**src/rtl/spi_receptor.sv**
```systemverilog
// spi_receptor: SPI slave, all four CKP/CPH modes, oversampled by CLK through 2-flop synchronizers.
// Back-to-back bytes under one CS; a mid-byte CS release aborts the byte.
module spi_receptor (
    input  logic       CLK,
    input  logic       RESET,
    input  logic       CKP,
    input  logic       CPH,
    input  logic       SCK,
    input  logic       CS,
    input  logic       MOSI,
    output logic       MISO,
    input  logic [7:0] data_in,
    output logic [7:0] data_out,
    output logic       data_valid,
    output logic       abort
);
    typedef enum logic [1:0] {IDLE, SHIFT, DONE} state_t;

    state_t     r_state, w_next;
    logic       r_sck_s1, r_sck_s2, r_sck_s3;
    logic       r_cs_s1, r_cs_s2, r_cs_s3;
    logic       r_mosi_s1, r_mosi_s2;
    logic [3:0] r_bit_cnt;
    logic [7:0] r_rx, r_tx, r_data_out;
    logic       r_skip;
    logic       w_sck_edge, w_lead, w_trail, w_sample, w_shift;
    logic       w_cs_fall, w_cs_rise, w_last, w_do_shift, w_abort;
    logic [7:0] w_rx_next;

    assign w_sck_edge = r_sck_s2 ^ r_sck_s3;
    assign w_lead     = w_sck_edge & (r_sck_s3 == CKP);
    assign w_trail    = w_sck_edge & (r_sck_s2 == CKP);
    assign w_sample   = CPH ? w_trail : w_lead;
    assign w_shift    = CPH ? w_lead : w_trail;
    assign w_cs_fall  = r_cs_s3 & ~r_cs_s2;
    assign w_cs_rise  = r_cs_s2 & ~r_cs_s3;
    // The 8th sample completes the byte even if CS rises in the same cycle
    assign w_last     = (r_state == SHIFT) && w_sample && (r_bit_cnt == 4'd7);
    assign w_rx_next  = {r_rx[6:0], r_mosi_s2};
    assign w_do_shift = (r_state == SHIFT) && w_shift && !r_skip && !w_cs_rise;

    // Look ahead one bit on a shift edge so MISO settles within half an SCK period
    assign MISO       = (r_state == IDLE) ? 1'b0 : (w_do_shift ? r_tx[6] : r_tx[7]);
    assign data_out   = r_data_out;
    assign data_valid = (r_state == DONE);
    assign abort      = w_abort;

    always_ff @(posedge CLK) begin
        if (RESET) begin
            {r_sck_s1, r_sck_s2, r_sck_s3} <= {3{CKP}};
            {r_cs_s1, r_cs_s2, r_cs_s3}    <= 3'b111;
            {r_mosi_s1, r_mosi_s2}         <= 2'b00;
        end else begin
            {r_sck_s1, r_sck_s2, r_sck_s3} <= {SCK, r_sck_s1, r_sck_s2};
            {r_cs_s1, r_cs_s2, r_cs_s3}    <= {CS, r_cs_s1, r_cs_s2};
            {r_mosi_s1, r_mosi_s2}         <= {MOSI, r_mosi_s1};
        end
    end

    always_ff @(posedge CLK) begin
        r_state <= RESET ? IDLE : w_next;
    end

    always_comb begin
        w_next  = r_state;
        w_abort = 1'b0;
        case (r_state)
            IDLE:  w_next = w_cs_fall ? SHIFT : IDLE;
            SHIFT: begin
                if (w_last) begin
                    w_next = DONE;
                end else if (w_cs_rise) begin
                    w_next  = IDLE;
                    w_abort = (r_bit_cnt != 4'd0);
                end
            end
            DONE:    w_next = r_cs_s2 ? IDLE : SHIFT;
            default: w_next = IDLE;
        endcase
    end

    // r_skip suppresses the first shift edge of each byte so bit 7 is not lost
    always_ff @(posedge CLK) begin
        if (RESET) begin
            r_bit_cnt  <= 4'd0;
            r_rx       <= 8'h00;
            r_tx       <= 8'h00;
            r_data_out <= 8'h00;
            r_skip     <= 1'b0;
        end else begin
            case (r_state)
                IDLE: begin
                    if (w_cs_fall) begin
                        r_tx      <= data_in;
                        r_bit_cnt <= 4'd0;
                        r_skip    <= CPH;
                    end
                end
                SHIFT: begin
                    if (w_sample && (w_last || !w_cs_rise)) begin
                        r_rx      <= w_rx_next;
                        r_bit_cnt <= r_bit_cnt + 4'd1;
                    end
                    if (w_last)
                        r_data_out <= w_rx_next;
                    if (w_shift && !w_cs_rise) begin
                        if (r_skip)
                            r_skip <= 1'b0;
                        else
                            r_tx <= {r_tx[6:0], 1'b0};
                    end
                end
                DONE: begin
                    r_bit_cnt <= 4'd0;
                    r_tx      <= data_in;
                    r_skip    <= 1'b1;
                end
                default: r_bit_cnt <= 4'd0;
            endcase
        end
    end
endmodule
```
**config.mk**
```make
export PLATFORM = sky130hd
export DESIGN_NAME = spi_receptor
export DESIGN_NICKNAME = d
export VERILOG_FILES = /design/src/rtl/spi_receptor.sv
export SDC_FILE = /design/constraint.sdc
export NUM_CORES = 1
export LEC_CHECK = 0
export BUFFER_PORTS_ARGS = -buffer_cell sky130_fd_sc_hd__buf_2
export CORE_ASPECT_RATIO = 0.5
export CORE_MARGIN = 2
export CORE_UTILIZATION = 27
export DETAILED_ROUTE_END_ITERATION = 10
export PLACE_DENSITY = 0.52
export RECOVER_POWER = 25
export SLEW_MARGIN = 0
export SYNTH_ARGS = -nofsm -noshare
export SYNTH_HDL_FRONTEND = slang
export SYNTH_SLANG_ARGS = --single-unit
```
**constraint.sdc**
```tcl
create_clock -name CLK -period 3.4 [get_ports CLK]
set_clock_uncertainty 0.2 [all_clocks]
set_input_delay 0.17 -clock CLK [delete_from_list [all_inputs] [get_ports CLK]]
set_output_delay 0.17 -clock CLK [all_outputs]
set_load 0.01 [all_outputs]
```
======== After elaboration in Yosys (flattened, before gate mapping) ========
Index checks and enable logic that the tools add are counted.
word-level totals
  register bits ........................... 38
  latch bits .............................. 0
  RAM bits ................................ 0
  memory bits (read-only) ................. 0
  input port bits ......................... 15
  output and inout port bits .............. 11
  logic and storage cells ................. 75
  memories kept ........................... 0
cells by class
  add/subtract/negate cells ............... 1
  $mul .................................... 0
  divide/modulo/power cells ............... 0
  $lt $le $gt $ge ......................... 0
  eq/ne operators ......................... 10
  shift operators ......................... 0
  muxes and demuxes ....................... 25
  bitwise gates (word level) .............. 7
  reductions and logical operators ........ 18
operators by type and width
  cell                                            count
  two-way mux 8 bit                               3
  case mux 8 bit (3 select lines)                 1
  two-way mux 1 bit                               14
  two-way mux 4 bit                               2
  case mux 4 bit (2 select lines)                 1
  logical AND 1 bit                               7
  case mux 2 bit (3 select lines)                 1
  AND reduction 2 bit                             3
  adder 4 x 1 -> 4 bit (second input constant)    1
  AND 1 bit                                       4
  == test 4 x 3 -> 1 bit (second input constant)  1
  two-way mux 2 bit                               2
  != test 2 x 1 -> 1 bit (second input constant)  2
  != test 2 bit (second input constant)           2
  AND reduction 4 bit                             1
  nonzero test 4 bit                              1
  != test 3 bit (second input constant)           1
  case mux 1 bit (3 select lines)                 1
  AND reduction 3 bit                             1
  nonzero test 3 bit                              1
  == test 1 bit                                   2
  == test 2 x 1 -> 1 bit (second input constant)  1
  == test 2 bit (second input constant)           1
  zero test 1 bit                                 2
  other kinds (4)                                 5

======== Depth between registers and ports, before layout ========
Gate-level depths: netlist of the first run.
  word-level depth ........................ 9
  gate-level depth with buffers ........... 7
  depth with buffers taken out ............ 6

======== Least setup slack after synthesis of the first run ========
No wires, ideal clock.
  kind .................................... register to output
  start ................................... register r_state[1]
  end ..................................... output abort
  arrival time ............................ 1.570 ns
  required time ........................... 3.030 ns
  slack ................................... 1.460 ns
  cell stages (with the launch flop) ...... 7
  buffers on the path ..................... 2
  cells stage by stage .................... dfxtp_1 inv_1 ha_1 buf_2 buf_1 nand2_1 a221oi_1
on the way
  cells in the longest elaborated chain, start to end .. 5
ends and longest elaborated chain
  element                          line    RTL
  start: declaration               19      state_t r_state, w_next;
  start signal: assignment         61      r_state <= RESET ? IDLE : w_next;
  == test 2 x 1 -> 1 bit *         38, 67
  logical AND 1 bit (2 in series)  38      assign w_last = (r_state == SHIFT) && w_sample && (r_bit_cnt == 4'd7);
  two-way mux 1 bit                70      if (w_last) begin
  two-way mux 1 bit *              67      case (r_state)
  end: declaration                 15      output logic abort
Every way passes the cells marked *; elsewhere a longest branch is shown, timed or not.

======== Worst setup path after layout of the first run ========
  start ................................... input CKP
  end ..................................... output abort
on the way
  cells in the longest elaborated chain, start to end .. 7
  elaborated cells between the ends (all ways) .. 9
  classes of those cells .................. 2 x eq/ne; 3 x mux; 2 x bitwise; 2 x reduce/logical
ends and longest elaborated chain
  element                            line    RTL
  start: declaration                 6       input logic CKP,
  == test 1 bit (on tied branches)   31, 32
  AND 1 bit (on tied branches)       31, 32
  two-way mux 1 bit *                33      assign w_sample = CPH ? w_trail : w_lead;
  logical AND 1 bit * (2 in series)  38
  two-way mux 1 bit *                70
  two-way mux 1 bit *                67
Marks and branches as above.

==> flow_metrics.env, run 1 <==
export IMPL_numClockSinks=38
export IMPL_core_rowCount=21
export IMPL_dr_first_iter_drc_count=70
export IMPL_finalCritPeriodShare=0.757
export IMPL_insertedDiodeCount=0
export IMPL_worstPathArrival_ns=2.21
export IMPL_cts_tree="yes"
export IMPL_yosys_area_top_type="dfxtp_1"
export IMPL_ys_seq_elements=38
export IMPL_seq_area_frac_synth=0.414
export IMPL_synth_top_cell_area_share=0.414
export IMPL_num_nets_final=254
export IMPL_ys_warn_count=0
export IMPL_path_cells="dlygate4sd3_1 > buf_2 > xnor2_2 > mux2_2 > a221oi_1 > buf_2"
export IMPL_power_density_mw_per_mm2=489
export IMPL_post_synth_inst_count=206
export IMPL_r2r_start="r_state[1]"
export IMPL_synth_top_cells_by_count="38 x dfxtp_1, 22 x a21oi_1, 19 x nand3_1, 19 x o21ai_0, 16 x a211oi_1"
export IMPL_start_util=0.276
export IMPL_cts_buffer_depth=2
export IMPL_antenna_found_initial=0
export IMPL_die_y_microns=62.3
export IMPL_cts_buffers=5
export IMPL_grt_usage=0.125
export IMPL_die_width_microns=121
export IMPL_rsz0062_at_grt="no"
export IMPL_clk_latency_ns=0.28
export IMPL_grt_pass1_vias=1547
export IMPL_drive_above_1_share=0.167
export IMPL_synth_main_ff_cell="dfxtp_1"
export IMPL_synth_fp_nets=227
export IMPL_ant_nets=0
export IMPL_drt_total_wl_microns=4400
export IMPL_violations="capacitance limit, slew limit"
export IMPL_place_hpwl_microns=2960
export IMPL_fmax_mhz=388
export IMPL_yosysMostFrequentCell="dfxtp_1"
export IMPL_gr_total_overflow=0
export IMPL_fin_util=0.339
export IMPL_crit_fanout=22
export IMPL_critPathCapture="abort"
export IMPL_slowest_delay_ns=0.55
export IMPL_clkTransAtPathRegs_ns=0.06
export IMPL_cts_setup_buffers=0
export IMPL_detail_route_wl_per_cell_microns=13.5
export IMPL_cp_common_cell="buf_2"
export IMPL_min_period_ns=2.58
export IMPL_drt_pass1_iter_count=4
export IMPL_synth_area_per_cell_sq_um=8.92
export IMPL_io_buffers=25
export IMPL_crit_start="CKP"
export IMPL_outcome="finished, violations left"
export IMPL_synthTopCellsByArea="dfxtp_1 41%, a211oi_1 6.5%, a21oi_1 6.0%"
export IMPL_die_area_sq_mm=0.00752
export IMPL_vias_per_cell=5.00
export IMPL_cp_end_kind="primary output"
export IMPL_drv_cap=1
export IMPL_clock_root_buffer="clkbuf_16"
export IMPL_async_reset_ff_frac=0
export IMPL_syn_area_sq_mm=0.00184
export IMPL_ir_drop_mv=0.165
export IMPL_power_leakage_nw=0.804
export IMPL_gp_congestion=0.744
export IMPL_min_path_type="in -> reg"
export IMPL_slew_headroom=-0.0923
export IMPL_cp_start_kind="input pin"
export IMPL_crit_type="in -> out"
export IMPL_setup_tns_ns=0
export IMPL_hold_viol_final=0
export IMPL_flow_area_growth_from_synthesis_pct=22.7
export IMPL_io_pins=26
export IMPL_reg2reg_slack_ns=0.99
export IMPL_ctsResizeCount=0
export IMPL_worst_r2r_cell_count=6
export IMPL_setup_viol=0
export IMPL_nFillCells=693
export IMPL_grt_max_degree=41
export IMPL_crit_required_ns=3.03
export IMPL_synth_edff_count=0
export IMPL_yosysUniqueCellTypes=38
export IMPL_vias=1629
export IMPL_grt_pass1_wl_microns=7400
export IMPL_drc=0
export IMPL_slew_viol_final=41
export IMPL_crit_slowest_cell="mux2_2"
export IMPL_worstReg2RegEnd="r_bit_cnt[2]"
export IMPL_fp_coreArea_sq_mm=0.00665
export IMPL_worst_slew_pin_slew_ns=1.64
export IMPL_ctsHoldBuffers=5
export IMPL_htreeDepth=2
## kinds of logic after synthesis
| group | after synthesis | share of synthesized area |
|---|---|---|
| AND/OR/NAND/NOR | 50 | 0.154 |
| flip-flops | 38 | 0.414 |
| adder cells (fa/ha/maj) | 6 | 0.0408 |
| XOR/XNOR | 1 | 0.00885 |
| multiplexers | 13 | 0.0722 |
| AO/OA/AOI/OAI | 76 | 0.263 |
| buffers and inverters | 22 | 0.0476 |
## worst min-delay path by stage
stage,from,cells past startpoint,end
after detailed placement,CS,2,r_cs_s1
after CTS,data_in[4],3,r_tx[4]
final,data_in[4],3,r_tx[4]
after global placement,CS,2,r_cs_s1
after global routing,data_in[2],3,r_tx[2]
after floorplan,CS,1,r_cs_s1
## flip-flops by register name, indices dropped and copies added (netlist names)
register,flops
r_sck_s2,1
data_out,8
r_rx,7
r_mosi_s1,1
r_state,2
r_tx,8
r_cs_s3,1
r_sck_s1,1
r_skip,1
r_cs_s1,1
r_mosi_s2,1
r_cs_s2,1
r_bit_cnt,4
r_sck_s3,1
## cell usage in the layout, fill, tap and decap left out, types with 3 or more instances in the layout
cell type and count:
buf_4 3, nor2b_1 5, a21o_1 5, clkbuf_1 6, ha_1 6, nand3_1 19, or2_2 3, a211oi_1 16
buf_2 19, nand4_1 4, mux2i_1 11, nor2_1 4, dlygate4sd3_1 5, a21oi_1 22, o21ai_0 19, clkbuf_16 5
o211ai_1 3, nand2b_1 4, inv_1 9, dfxtp_1 38, nand2_1 3
## worst max-delay path: cells and delay by family
kind,cells,cell delay (ns)
buffers and inverters,3,0.86
muxes,1,0.55
AOI/OAI and AO/OA,1,0.34
xor gates and xnor gates,1,0.28
## where the power goes
group / switching [mW] / internal (mW) / leakage (nW)
logic: 0.0650 / 0.0436 / 0.411
clock network: 0.181 / 0.343 / 0.0836
registers: 0.00951 / 0.461 / 0.310
## per-stage QoR
step	instances	hold slack (ns)	setup WS [ns]	instance area, sq um	total power [mW]
5_1_grt	326	0.0540	0.701	2250	1.15
2_1_floorplan	206	0.0738	1.46	1840	0.554
6_report	326	0.0310	0.825	2250	1.10
3_5_place_dp	313	0.158	1.07	2050	0.584
4_1_cts	326	0.0349	0.847	2260	1.12
3_3_place_gp	313	0.158	1.18	2050	0.581
## area by class of cell
| cell class | instances | area (sq um) | area share |
|---|---|---|---|
| Inverter | 9 | 33.8 | 0.0150 |
| Sequential cell | 38 | 761 | 0.337 |
| Clock buffer | 5 | 125 | 0.0555 |
| Multi-Input combinational cell | 146 | 990 | 0.439 |
| Clock inverter | 3 | 40.0 | 0.0178 |
| Timing Repair Buffer | 33 | 190 | 0.0844 |
| Tap cell | 92 | 115 | 0.0511 |
## layer usage
layer	wire length (microns)	up-vias	track usage
li1	-	820	-
met1	2200	772	0.166
met2	1990	32	0.196
met3	168	5	0.0340
met4	39	0	0.0392
met5	0	-	0
(Power assumes the default switching activity.)
==> run 2, diff against run 1 <==
PLACE_DENSITY = 0.53   (was 0.52)
clock period = 2.1 ns   (was 3.4 ns; I/O delays follow)
==> flow_metrics.env, run 2 (synthesis gave the netlist of run 1 again) <==
export IMPL_drc=0
export IMPL_io_pins=26
export IMPL_detail_route_wl_per_cell_microns=12.7
export IMPL_worstPathArrival_ns=1.94
export IMPL_dp_cells=322
export IMPL_grt_pass1_vias=1576
export IMPL_crit_fanout=8
export IMPL_cp_start_kind="flip-flop"
export IMPL_grt_max_degree=24
export IMPL_ant_nets=0
export IMPL_place_hpwl_microns=3040
export IMPL_setup_slack_ns=0.116
export IMPL_outcome="finished, violations left"
export IMPL_fin_hold_ws_ns=-0.000616
export IMPL_antenna_found_initial=0
export IMPL_num_nets_final=270
export IMPL_die_area_sq_mm=0.00752
export IMPL_gr_total_overflow=0
export IMPL_die_y_microns=62.3
export IMPL_min_period_ns=1.98
export IMPL_crit_required_ns=2.06
export IMPL_crit_type="reg -> reg"
export IMPL_slew_headroom=0.631
export IMPL_violations="hold timing"
export IMPL_setup_viol=0
export IMPL_critical_path_top_delay_family="compound AO/OA/AOI/OAI gates"
export IMPL_hp_start="data_in[3]"
export IMPL_nFillCells=692
export IMPL_r2r_start="r_state[0]"
export IMPL_worstReg2RegEnd="r_tx[0]"
export IMPL_worst_slew_pin_slew_ns=0.554
export IMPL_cp_end_kind="flip-flop"
export IMPL_power_frac_seq=0.387
export IMPL_crit_buf_inv=1
export IMPL_clkTransAtPathRegs_ns=0.06
export IMPL_htreeDepth=2
export IMPL_die_width_microns=121
export IMPL_drive_above_1_share=0.196
export IMPL_fmax_mhz=504
export IMPL_power_leakage_nw=0.881
export IMPL_flow_area_growth_from_synthesis_pct=32.1
export IMPL_slowest_delay_ns=0.45
export IMPL_drt_total_wl_microns=4360
export IMPL_multi_input_area_sq_um=995
export IMPL_seqCellArea_sq_um=761
export IMPL_vias_per_cell=4.85
export IMPL_cts_buffer_depth=2
export IMPL_final_common_cell="dfxtp_1"
export IMPL_hold_viol_final=1
export IMPL_slew_viol_final=0
export IMPL_io_buffers=25
export IMPL_power_density_mw_per_mm2=810
export IMPL_switching_share=0.214
export IMPL_whs_path_depth=3
export IMPL_holdPathEnd="r_tx[3]"
export IMPL_grt_usage=0.124
export IMPL_instances_no_fill=342
export IMPL_dp_worst_setup_slack_ns=0.126
export IMPL_numClockSinks=38
export IMPL_path_cells="inv_1 > ha_1 > a211oi_2 > a21o_1 > o21ai_0"
export IMPL_reg2reg_slack_ns=0.12
export IMPL_cts_setup_buffers=0
export IMPL_clock_root_buffer="clkbuf_16"
export IMPL_rsz0062_at_grt="yes"
export IMPL_grt_pass1_wl_microns=7540
export IMPL_start_util=0.276
export IMPL_ir_drop_mv=0.370
export IMPL_insertedDiodeCount=0
export IMPL_gp_congestion=0.800
export IMPL_drt_pass1_iter_count=4
export IMPL_final_cell_mix="38 x dfxtp_1, 22 x a21oi_1, 19 x o21ai_0, 19 x nand3_1, 17 x buf_2"
export IMPL_cp_depth=5
export IMPL_clk_latency_ns=0.28
export IMPL_cts_buffers=5
export IMPL_core_rowCount=21
export IMPL_min_path_type="in -> reg"
export IMPL_crit_slowest_cell="a211oi_2"
export IMPL_p_switching_mw=0.421
export IMPL_drv_cap=0
export IMPL_comb_power_share=0.100
export IMPL_vias=1658
export IMPL_dr_first_iter_drc_count=91
export IMPL_fp_coreArea_sq_mm=0.00665
export IMPL_finalCritPeriodShare=0.945
export IMPL_worst_r2r_cell_count=5
export IMPL_intPower_mw=1.55
export IMPL_cts_tree="yes"
export IMPL_clock_power_share=0.513
## run 2: changes by cell type in the layout (fill, tap and decap cells not counted), moves of 2 or more
cell	delta
dlygate4sd3_1	+7
clkbuf_1	+2
buf_4	+9
clkinv_2	-2
buf_2	-2
## run 2: final cells by class
type | instances | area share
clock buffers | 6 | 0.0572
clock inverters | 2 | 0.0247
inverters | 9 | 0.0139
multi-input cells | 146 | 0.410
flip-flops and latches | 38 | 0.313
well taps | 92 | 0.0474
repair buffers | 49 | 0.134
## run 2: worst register-to-register path, stage by stage, from the launching register on
cell and delay, ns:
dfxtp_1 0.39, inv_1 0.08, ha_1 0.26, a211oi_2 0.45, a21o_1 0.35, o21ai_0 0.13
## run 2: metrics by stage
step	util	total power [mW]	TNS [ns]	area, sq um
after CTS	0.366	1.98	0	2430
after detailed placement	0.318	0.956	0	2110
final	0.365	1.97	0	2430
after global placement	0.318	0.954	0	2110
after global routing	0.365	2.05	-0.000599	2430
after floorplan	-	0.898	0	1840
## run 2: power by group through the flow
stage | clock [mW] | sequential [mW] | combinational [mW]
after global routing | 1.07 | 0.765 | 0.219
after floorplan | 0 | 0.773 | 0.125
final | 1.01 | 0.762 | 0.197
after CTS | 1.02 | 0.762 | 0.197
after global placement | 0 | 0.777 | 0.177
after detailed placement | 0 | 0.778 | 0.179
## run 2: repair_timing
action | in CTS | in global routing
hold buffers | 12 | 0
gates resized for setup | 1 | 2
endpoints found under the setup margin | 2 | 12
hold endpoints to repair | 12 | 0
cloned | 0 | 0
pin swaps | 0 | 0
## run 2: worst max path at each step
stage	start	end	slack, ns
6_report	r_state[0]	r_tx[0]	0.12
5_1_grt	r_state[1]	MISO	-0.0006
4_1_cts	r_state[1]	abort	0.003
3_5_place_dp	r_state[1]	r_rx[5]	0.13
3_3_place_gp	r_state[0]	r_tx[0]	0.18
2_1_floorplan	r_state[0]	r_tx[0]	0.16
## run 2: routing by layer
layer / global-route usage / share of wire / vias to the layer above
li1: - / - / 855
met1: 0.174 / 0.52 / 759
met2: 0.185 / 0.42 / 38
met3: 0.0349 / 0.046 / 6
met4: 0.0392 / 0.012 / 0
met5: 0 / 0 / -
